<file path="src/rtl/control_sequencer.sv">
// Hardwired fetch/decode/execute sequencer for the 32-bit bus datapath.
// State codes: RST=0 T0=1 T1=2 T2=3 DEC=4 E1..E4=5..8 HALT=9, E5 = E4 with bit 4 set.
module control_sequencer #(
    parameter int BITS = 32,
    parameter int OPW  = 5
) (
    input  logic            clk,
    input  logic            reset,
    input  logic [BITS-1:0] IRVal,
    input  logic            CON,
    input  logic            stop,
    output logic            PCout,
    output logic            MDRout,
    output logic            RZout,
    output logic            HILOout,
    output logic            Cout,
    output logic            BAout,
    output logic            Rout,
    output logic            PCin,
    output logic            IRin,
    output logic            RYin,
    output logic            RZin,
    output logic            MARin,
    output logic            MDRin,
    output logic            HILOin,
    output logic            CONin,
    output logic            Rin,
    output logic            Gra,
    output logic            Grb,
    output logic            Grc,
    output logic            ADD,
    output logic            SUB,
    output logic            MUL,
    output logic            DIV,
    output logic            SHR,
    output logic            SHL,
    output logic            ROR,
    output logic            ROL,
    output logic            AND,
    output logic            OR,
    output logic            NEGATE,
    output logic            NOT,
    output logic            IncPC,
    output logic            Read,
    output logic            Write,
    output logic            run,
    output logic [4:0]      state
);

    localparam logic [4:0] S_RST  = 5'd0;
    localparam logic [4:0] S_T0   = 5'd1;
    localparam logic [4:0] S_T1   = 5'd2;
    localparam logic [4:0] S_T2   = 5'd3;
    localparam logic [4:0] S_DEC  = 5'd4;
    localparam logic [4:0] S_E1   = 5'd5;
    localparam logic [4:0] S_E2   = 5'd6;
    localparam logic [4:0] S_E3   = 5'd7;
    localparam logic [4:0] S_E4   = 5'd8;
    localparam logic [4:0] S_HALT = 5'd9;
    localparam logic [4:0] S_E5   = 5'd24;

    localparam logic [OPW-1:0] OP_LD   = OPW'(0);
    localparam logic [OPW-1:0] OP_LDI  = OPW'(1);
    localparam logic [OPW-1:0] OP_ST   = OPW'(2);
    localparam logic [OPW-1:0] OP_ADD  = OPW'(3);
    localparam logic [OPW-1:0] OP_SUB  = OPW'(4);
    localparam logic [OPW-1:0] OP_SHR  = OPW'(5);
    localparam logic [OPW-1:0] OP_SHL  = OPW'(6);
    localparam logic [OPW-1:0] OP_ROR  = OPW'(7);
    localparam logic [OPW-1:0] OP_ROL  = OPW'(8);
    localparam logic [OPW-1:0] OP_AND  = OPW'(9);
    localparam logic [OPW-1:0] OP_OR   = OPW'(10);
    localparam logic [OPW-1:0] OP_ADDI = OPW'(11);
    localparam logic [OPW-1:0] OP_ANDI = OPW'(12);
    localparam logic [OPW-1:0] OP_ORI  = OPW'(13);
    localparam logic [OPW-1:0] OP_MUL  = OPW'(14);
    localparam logic [OPW-1:0] OP_DIV  = OPW'(15);
    localparam logic [OPW-1:0] OP_NEG  = OPW'(16);
    localparam logic [OPW-1:0] OP_NOT  = OPW'(17);
    localparam logic [OPW-1:0] OP_BR   = OPW'(18);
    localparam logic [OPW-1:0] OP_HALT = OPW'(26);

    logic [4:0]     nxt;
    logic [OPW-1:0] opc, op_q;
    logic           unused_ir;
    logic           is_rtype, is_imm, is_ldi, is_ld, is_st, is_md, is_neg, is_br, last;

    assign opc       = IRVal[BITS-1:BITS-OPW];
    assign unused_ir = ^IRVal[BITS-OPW-1:0];

    assign is_rtype = (op_q >= OP_ADD) && (op_q <= OP_OR);
    assign is_imm   = (op_q >= OP_ADDI) && (op_q <= OP_ORI);
    assign is_ldi   = (op_q == OP_LDI);
    assign is_ld    = (op_q == OP_LD);
    assign is_st    = (op_q == OP_ST);
    assign is_md    = (op_q == OP_MUL) || (op_q == OP_DIV);
    assign is_neg   = (op_q == OP_NEG) || (op_q == OP_NOT);
    assign is_br    = (op_q == OP_BR);

    // Final execute step per instruction class; stop is only honoured here.
    assign last = ((state == S_E2) && is_neg) ||
                  ((state == S_E3) && (is_rtype || is_imm || is_ldi || is_md)) ||
                  ((state == S_E4) && is_br) ||
                  ((state == S_E5) && (is_ld || is_st));

    always_ff @(posedge clk or negedge reset) begin
        if (!reset) begin
            state <= S_RST;
            op_q  <= '0;
        end else begin
            state <= nxt;
            if (state == S_DEC) op_q <= opc;
        end
    end

    always_comb begin
        nxt = S_T0;
        case (state)
            S_RST:  nxt = S_T0;
            S_T0:   nxt = S_T1;
            S_T1:   nxt = S_T2;
            S_T2:   nxt = S_DEC;
            S_DEC: begin
                if (opc == OP_HALT)     nxt = S_HALT;
                else if (opc <= OP_BR)  nxt = S_E1;
                else                    nxt = stop ? S_HALT : S_T0;
            end
            S_E1, S_E2, S_E3, S_E4, S_E5: begin
                if (last)               nxt = stop ? S_HALT : S_T0;
                else if (state == S_E1) nxt = S_E2;
                else if (state == S_E2) nxt = S_E3;
                else if (state == S_E3) nxt = S_E4;
                else if (state == S_E4) nxt = S_E5;
                else                    nxt = S_T0;
            end
            S_HALT: nxt = S_HALT;
            default: nxt = S_RST;
        endcase
    end

    always_comb begin
        {PCout, MDRout, RZout, HILOout, Cout, BAout, Rout}               = '0;
        {PCin, IRin, RYin, RZin, MARin, MDRin, HILOin, CONin, Rin}       = '0;
        {Gra, Grb, Grc}                                                  = '0;
        {ADD, SUB, MUL, DIV, SHR, SHL, ROR, ROL, AND, OR, NEGATE, NOT}   = '0;
        {IncPC, Read, Write}                                             = '0;
        run = (state != S_RST) && (state != S_HALT);
        case (state)
            S_T0: begin PCout = 1'b1; MARin = 1'b1; IncPC = 1'b1; RZin = 1'b1; end
            S_T1: begin RZout = 1'b1; PCin = 1'b1; Read = 1'b1; MDRin = 1'b1; end
            S_T2: begin MDRout = 1'b1; IRin = 1'b1; end
            S_E1: begin
                if (is_md) begin
                    Gra = 1'b1; Rout = 1'b1; RYin = 1'b1;
                end else if (is_neg) begin
                    Grb = 1'b1; Rout = 1'b1; RZin = 1'b1;
                    NEGATE = (op_q == OP_NEG);
                    NOT    = (op_q == OP_NOT);
                end else if (is_br) begin
                    Gra = 1'b1; Rout = 1'b1; CONin = 1'b1;
                end else if (is_ldi || is_ld || is_st) begin
                    Grb = 1'b1; BAout = 1'b1; RYin = 1'b1;
                end else if (is_rtype || is_imm) begin
                    Grb = 1'b1; Rout = 1'b1; RYin = 1'b1;
                end
            end
            S_E2: begin
                if (is_rtype || is_imm) begin
                    Grc  = is_rtype;
                    Rout = is_rtype;
                    Cout = is_imm;
                    RZin = 1'b1;
                    ADD  = (op_q == OP_ADD) || (op_q == OP_ADDI);
                    SUB  = (op_q == OP_SUB);
                    SHR  = (op_q == OP_SHR);
                    SHL  = (op_q == OP_SHL);
                    ROR  = (op_q == OP_ROR);
                    ROL  = (op_q == OP_ROL);
                    AND  = (op_q == OP_AND) || (op_q == OP_ANDI);
                    OR   = (op_q == OP_OR)  || (op_q == OP_ORI);
                end else if (is_ldi || is_ld || is_st) begin
                    Cout = 1'b1; ADD = 1'b1; RZin = 1'b1;
                end else if (is_md) begin
                    Grb = 1'b1; Rout = 1'b1; RZin = 1'b1;
                    MUL = (op_q == OP_MUL);
                    DIV = (op_q == OP_DIV);
                end else if (is_neg) begin
                    RZout = 1'b1; Gra = 1'b1; Rin = 1'b1;
                end else if (is_br) begin
                    PCout = 1'b1; RYin = 1'b1;
                end
            end
            S_E3: begin
                if (is_rtype || is_imm || is_ldi) begin
                    RZout = 1'b1; Gra = 1'b1; Rin = 1'b1;
                end else if (is_ld || is_st) begin
                    RZout = 1'b1; MARin = 1'b1;
                end else if (is_md) begin
                    RZout = 1'b1; HILOin = 1'b1;
                end else if (is_br) begin
                    Cout = 1'b1; ADD = 1'b1; RZin = 1'b1;
                end
            end
            S_E4: begin
                if (is_ld) begin
                    Read = 1'b1; MDRin = 1'b1;
                end else if (is_st) begin
                    Gra = 1'b1; Rout = 1'b1; MDRin = 1'b1;
                end else if (is_br) begin
                    RZout = 1'b1; PCin = CON;
                end
            end
            S_E5: begin
                if (is_ld) begin
                    MDRout = 1'b1; Gra = 1'b1; Rin = 1'b1;
                end else if (is_st) begin
                    Write = 1'b1;
                end
            end
            default: ;
        endcase
    end

endmodule

</file>
<file path="config.mk">
export PLATFORM = sky130hd
export DESIGN_NAME = control_sequencer
export DESIGN_NICKNAME = d
export VERILOG_FILES = /design/src/rtl/control_sequencer.sv
export SDC_FILE = /design/constraint.sdc
export NUM_CORES = 1
export LEC_CHECK = 0
export ABC_AREA = 1
export BUFFER_PORTS_ARGS = -buffer_cell sky130_fd_sc_hd__buf_2
export CAP_MARGIN = 25
export CORE_MARGIN = 2
export CORE_UTILIZATION = 30
export CTS_CLUSTER_DIAMETER = 150
export DETAILED_ROUTE_END_ITERATION = 8
export PLACE_DENSITY_LB_ADDON = 0.12
export SLEW_MARGIN = 20
export SYNTH_ARGS = -nofsm -noshare
export SYNTH_HDL_FRONTEND = slang
export SYNTH_SLANG_ARGS = --single-unit
export TNS_END_PERCENT = 50
</file>
<file path="constraint.sdc">
create_clock -name clk -period 1.97 [get_ports clk]
set_clock_uncertainty 0.1 [all_clocks]
set_input_delay 0.0985 -clock clk [delete_from_list [all_inputs] [get_ports clk]]
set_output_delay 0.0985 -clock clk [all_outputs]
set_load 0.02 [all_outputs]
</file>
==> impl_metrics.csv, run 1 <==
group,metric,value,unit
run_status,status,"finished clean",
cts,htreeDepth,1,
global_route,grt_overflow,0,
global_route,track_usage,16.26,%
drt,avgRoutedWirePerCell,11.42,um
power_and_ir_drop,p_per_area,1474,mW/mm^2
yosys,avgSynthCellArea,5.899,sq um
global_route,antenna_found_initial,0,
drt,wirelength,3437,um
drt,vias,1403,
drt,drc,0,
setup_path,crit_start,"state[4]",
cts,cts_tree,"built",
setup_path,cp.required,1770,ps
global_route,grt_pass1_vias,1227,
die,fp.dieW,64.48,um
power_and_ir_drop,power,2.430,mW
setup_path,r2r_end,"state[3]",
placed_design,placed_cells,278,
yosys,synthCells,186,
setup_path,cp-endpoint,"Rout",
drt,ant_nets,0,
setup_path,startpoint_type,"register",
drt,drt-initial-drc-count,65,
timing,clock.fmax,530.1,MHz
die,die_h,64.48,um
die,pin_count,76,
layout,antenna_cells,0,
yosys,synth_nets,222,
yosys,yosysWarnings,0,
die,coreArea,0.003416,sq mm
power_and_ir_drop,leakagePower,0.8988,nW
setup_path,critPathCaptureType,"output pin",
timing,whs,114.0,ps
placed_design,dp_hpwl,2730,um
placed_design,gp_congestion,0.8356,
cts,cts_root_buffer,"clkbuf_4",
die,num_rows,21,
layout,fill_cells,361,
setup_path,r2r_cells,9,
setup_path,path_class,"register to output pin",
setup_path,cp_max_fo,7,
cts,clock-sinks,10,
global_route,grt_pass1_wl,5464,um
timing,setup_viol,0,
yosys,synth_area,0.001097,sq mm
layout,synthToLayoutAreaGrowth,50.28,%
timing,period_minus_slack,1887,ps
global_route,grt_start_max_net_pins,13,
hold_path,hold_path.class,"primary input to async pin",
job,drv_cap,0,
yosys,synth_seq_area_share,22.81,%
timing,slew_viol_final,0,
timing,finalWorstSetupSlack,83.45,ps
placed_design,place_area,0.001390,sq mm
placed_design,place_ws,265.8,ps
power_and_ir_drop,ir_drop,495.9,uV
cts,clk_latency,260,ps
timing,post-route-period-util,95.76,%
placed_design,numPortBuffers,47,
layout,fin_util,48.28,%
yosys,synth-seq-cells,10,
layout,drive_gt1_share,42.35,%
layout,fin_area,0.001649,sq mm
drt,dr.pass1.iters,5,
cts,cts_made_buffers,3,
yosys,yosys.cell_types.count,27,
timing,tns,0,ps
setup_path,reg2reg_from,"state[4]",
die,dieArea,0.004158,sq mm
die,initial_core_util,32.12,%
cts,clkSlewWorstSetupHoldPaths,70,ps
cts,clk_path_buf_depth,2,
layout,final_cells,301,
drt,viasPerCell,4.661,
timing,finalHoldViolations,0,
setup_path,arrival,1690,ps
setup_path,r2r_slack,310,ps
layout,num-nets-final,292,
what timing repair did:
item	CTS	global route
cloned	0	0
setup buffers	0	12
pin swaps	0	2
resized for setup	1	21
hold buffers	7	0
setup endpoints to repair	4	16
hold endpoints to repair	16	0
routing by layer:
metal	GRT usage (%)	share of wire, %	vias to the layer above
li1	-	-	744
met1	23.30	49	612
met2	26.30	46	45
met3	1.563	5.1	2
met4	3.989	0.41	0
met5	0	0	-
logic make-up after synthesis:
group	Yosys count	share of synthesized area, %
AND/OR/NAND/NOR	118	51.08
flip-flops	10	22.81
other	1	0.3417
AO/OA/AOI/OAI	26	14.48
buffers and inverters	31	11.29
report_power, final:
part / total [mW] / internal, mW / switching [mW]
logic: 1.77 / 0.619 / 1.16
clock network: 0.182 / 0.112 / 0.0703
registers: 0.473 / 0.313 / 0.160
worst min-delay path by stage:
stage,startpoint,endpoint,slack (ps),cells past startpoint
3_3_place_gp,reset,state[2],-130,1
2_1_floorplan,reset,op_q[0],-300,0
6_report,reset,state[3],110,2
4_1_cts,reset,state[3],110,2
3_5_place_dp,reset,state[3],-130,1
5_1_grt,reset,state[3],150,2
registers in the layout, indices dropped and copies added, names as in the netlist:
name   cells
state      5
op_q       5
cell usage after synthesis (all sizes together):
library cell,instances,area share (%)
a21boi,1,0.68
a21oi,3,1.4
a22oi,1,0.68
buf,4,2.1
conb,1,0.34
dfrtp,10,23
inv,27,9.2
nand2,52,20
nand3,18,8.7
nand4,2,1.7
nor2,38,16
nor3,5,2.7
nor4,3,1.7
o2111ai,2,1.6
o211ai,2,1.8
o21ai,14,6.4
o22ai,1,0.57
o31ai,2,1.4
cell usage in the layout, fill, tap and decap left out, types with 2 or more instances in the layout:
cell and instances:
a21oi_1 3, buf_2 46, buf_4 16, clkbuf_4 3, dfrtp_1 4, dfrtp_2 6
dlygate4sd3_1 7, inv_1 20, inv_2 5, inv_4 2, nand2_1 40, nand2_2 12
nand3_1 15, nand3_2 3, nor2_1 28, nor2_2 4, nor2_4 6, nor3_1 4
nor4_1 2, o2111ai_1 2, o21ai_0 13, o31ai_1 2
final cells by class:
cell class / instances / area (sq um) / share of cell area (%)
tap: 46 / 57.56 / 3.490
multi-input combinational: 145 / 770.7 / 46.74
sequential: 10 / 257.7 / 15.63
clock buffer: 4 / 36.28 / 2.200
timing repair buffer: 69 / 420.4 / 25.49
inverter: 27 / 106.4 / 6.449
critical path: stages, from the launching register on:
cell     delay (ps)
dfrtp_2         460
inv_4           100
nand3_2         100
nor2_4          220
inv_2           110
nor2_2          150
nor2_1           60
nand3_1          70
buf_2           160
(Power assumes the default switching activity.)
==> run 2: changes to the inputs <==
Settings changed: BUFFER_PORTS_ARGS -buffer_cell sky130_fd_sc_hd__buf_2 to not set, DONT_BUFFER_PORTS set to 1, SLEW_MARGIN 20 to 30.
==> impl_metrics.csv, run 2 (synthesis gave the netlist of run 1 again) <==
group,metric,value,unit
run_status,status,"finished clean",
global_route,grt_pass1_vias,1196,
cts,htreeDepth,1,
power_and_ir_drop,ir_drop,546.5,uV
setup_path,critPathTopFamily,"simple AND/OR/NAND/NOR gates",
cts,clock-sinks,10,
setup_path,cp_max_fo,7,
global_route,grt_overflow,0,
die,coreArea,0.003416,sq mm
die,initial_core_util,32.12,%
power_and_ir_drop,leakagePower,0.7353,nW
layout,num-nets-final,259,
layout,antenna_cells,0,
global_route,grt_start_max_net_pins,13,
die,pin_count,76,
cts,clk_path_buf_depth,2,
setup_path,path_class,"register to output pin",
timing,post-route-period-util,97.75,%
power_and_ir_drop,power,2.321,mW
power_and_ir_drop,p_per_area,1546,mW/mm^2
layout,synthToLayoutAreaGrowth,36.83,%
global_route,grt_pass1_wl,5492,um
setup_path,path_cells,"inv_2, nand3_1, nor2_4, inv_2, nor2_1, nor2_1, nand3_1",
die,fp.dieW,64.48,um
cts,clkSlewWorstSetupHoldPaths,70,ps
layout,fin_area,0.001501,sq mm
setup_path,critPathCaptureType,"output pin",
global_route,track_usage,16.43,%
die,die_h,64.48,um
layout,top_regs,"op_q: 5 flops, state: 5 flops",
placed_design,place_area,0.001297,sq mm
drt,wirelength,3366,um
timing,rsz0062_at_grt,"true",
drt,drt-initial-drc-count,79,
timing,finalHoldViolations,0,
layout,drive_gt1_share,32.43,%
setup_path,r2r_slack,280,ps
drt,avgRoutedWirePerCell,12.56,um
timing,setup_viol,0,
setup_path,crit_path_top_delay_cell,"dfrtp_2",
timing,tns,0,ps
drt,dr.pass1.iters,4,
hold_path,hold_path.class,"primary input to register",
layout,final_cell_mix,"40 x nand2_1, 29 x nor2_1, 29 x buf_4",
die,dieArea,0.004158,sq mm
layout,layout_commonest_cell,"nand2_1",
timing,slew_viol_final,0,
placed_design,numPortBuffers,0,
die,num_rows,21,
job,drv_cap,0,
cts,clk_latency,260,ps
setup_path,arrival,1730,ps
setup_path,slowest_delay,450,ps
timing,clock.fmax,519.3,MHz
drt,ant_nets,0,
drt,vias,1310,
cts,cts_made_buffers,3,
cts,cts_tree,"built",
drt,viasPerCell,4.888,
global_route,antenna_found_initial,0,
setup_path,startpoint_type,"register",
layout,fin_util,43.96,%
timing,whs,41.00,ps
placed_design,gp_congestion,0.8483,
setup_path,cp.required,1770,ps
placed_design,dp_hpwl,2723,um
setup_path,path_buf_inv,2,
drt,drc,0,
timing,period_minus_slack,1926,ps
cts,cts_root_buffer,"clkbuf_4",
[run 2: changes by cell type in the layout (fill, tap and decap cells not counted), moves of 2 or more]
cell,previous run,this run
nand3_1,15,17
buf_2,46,0
nand3_2,3,1
buf_4,16,29
[run 2: where the power goes]
part	internal (mW)	switching (mW)	total, mW	leakage (nW)
clock	0.112	0.0665	0.178	0.0210
sequential	0.313	0.159	0.472	0.118
combinational	0.565	1.11	1.67	0.596
total	0.990	1.33	2.32	0.735
[run 2: routing by layer]
layer  up-vias  track usage, %  part of all wire (%)
li1        673               -                     -
met1       589           23.17                    47
met2        46           26.30                    45
met3         2           2.604                   7.4
met4         0           3.989                  0.36
met5         -               0                     0
[run 2: path summary, 6_finish.rpt]
check                               from        to  cells past startpoint
worst max-delay path            state[4]      Rout                      7
worst min-delay path                stop  state[3]                      4
worst max register to register  state[4]  state[3]                      9
worst min register to register   op_q[4]   op_q[4]                      2
max in group asynchronous          reset   op_q[1]                      1
min in group asynchronous          reset  state[3]                      1
[run 2: cell type report]
cell class              count  area (sq um)
clock buffers               4         36.28
fillers                   390          1914
inverters                  27         103.9
multi-input cells         145         758.2
flip-flops and latches     10         257.7
well taps                  46         57.56
repair buffers             36         287.8
[run 2: timing repair]
action / in CTS / in global routing
setup endpoints to repair: 9 / 16
endpoints found under the hold margin: 17 / 0
pin swaps: 1 / 3
hold buffers: 7 / 0
gates resized for setup: 4 / 13
buffers inserted: 1 / 6
cloned: 0 / 0
[run 2: worst min-delay path: cells and delay by family]
family	cells	cell delay [ps]
AND/OR/NAND/NOR	2	130
AO/OA/AOI/OAI	2	130
[run 2: per-stage QoR]
| step | std cells | worst slack, ps |
|---|---|---|
| 2_1_floorplan | 186 | 118.5 |
| 3_3_place_gp | 250 | 180.1 |
| 3_5_place_dp | 250 | 183.7 |
| 4_1_cts | 262 | 13.50 |
| 5_1_grt | 268 | -77.64 |
| 6_report | 268 | 44.29 |
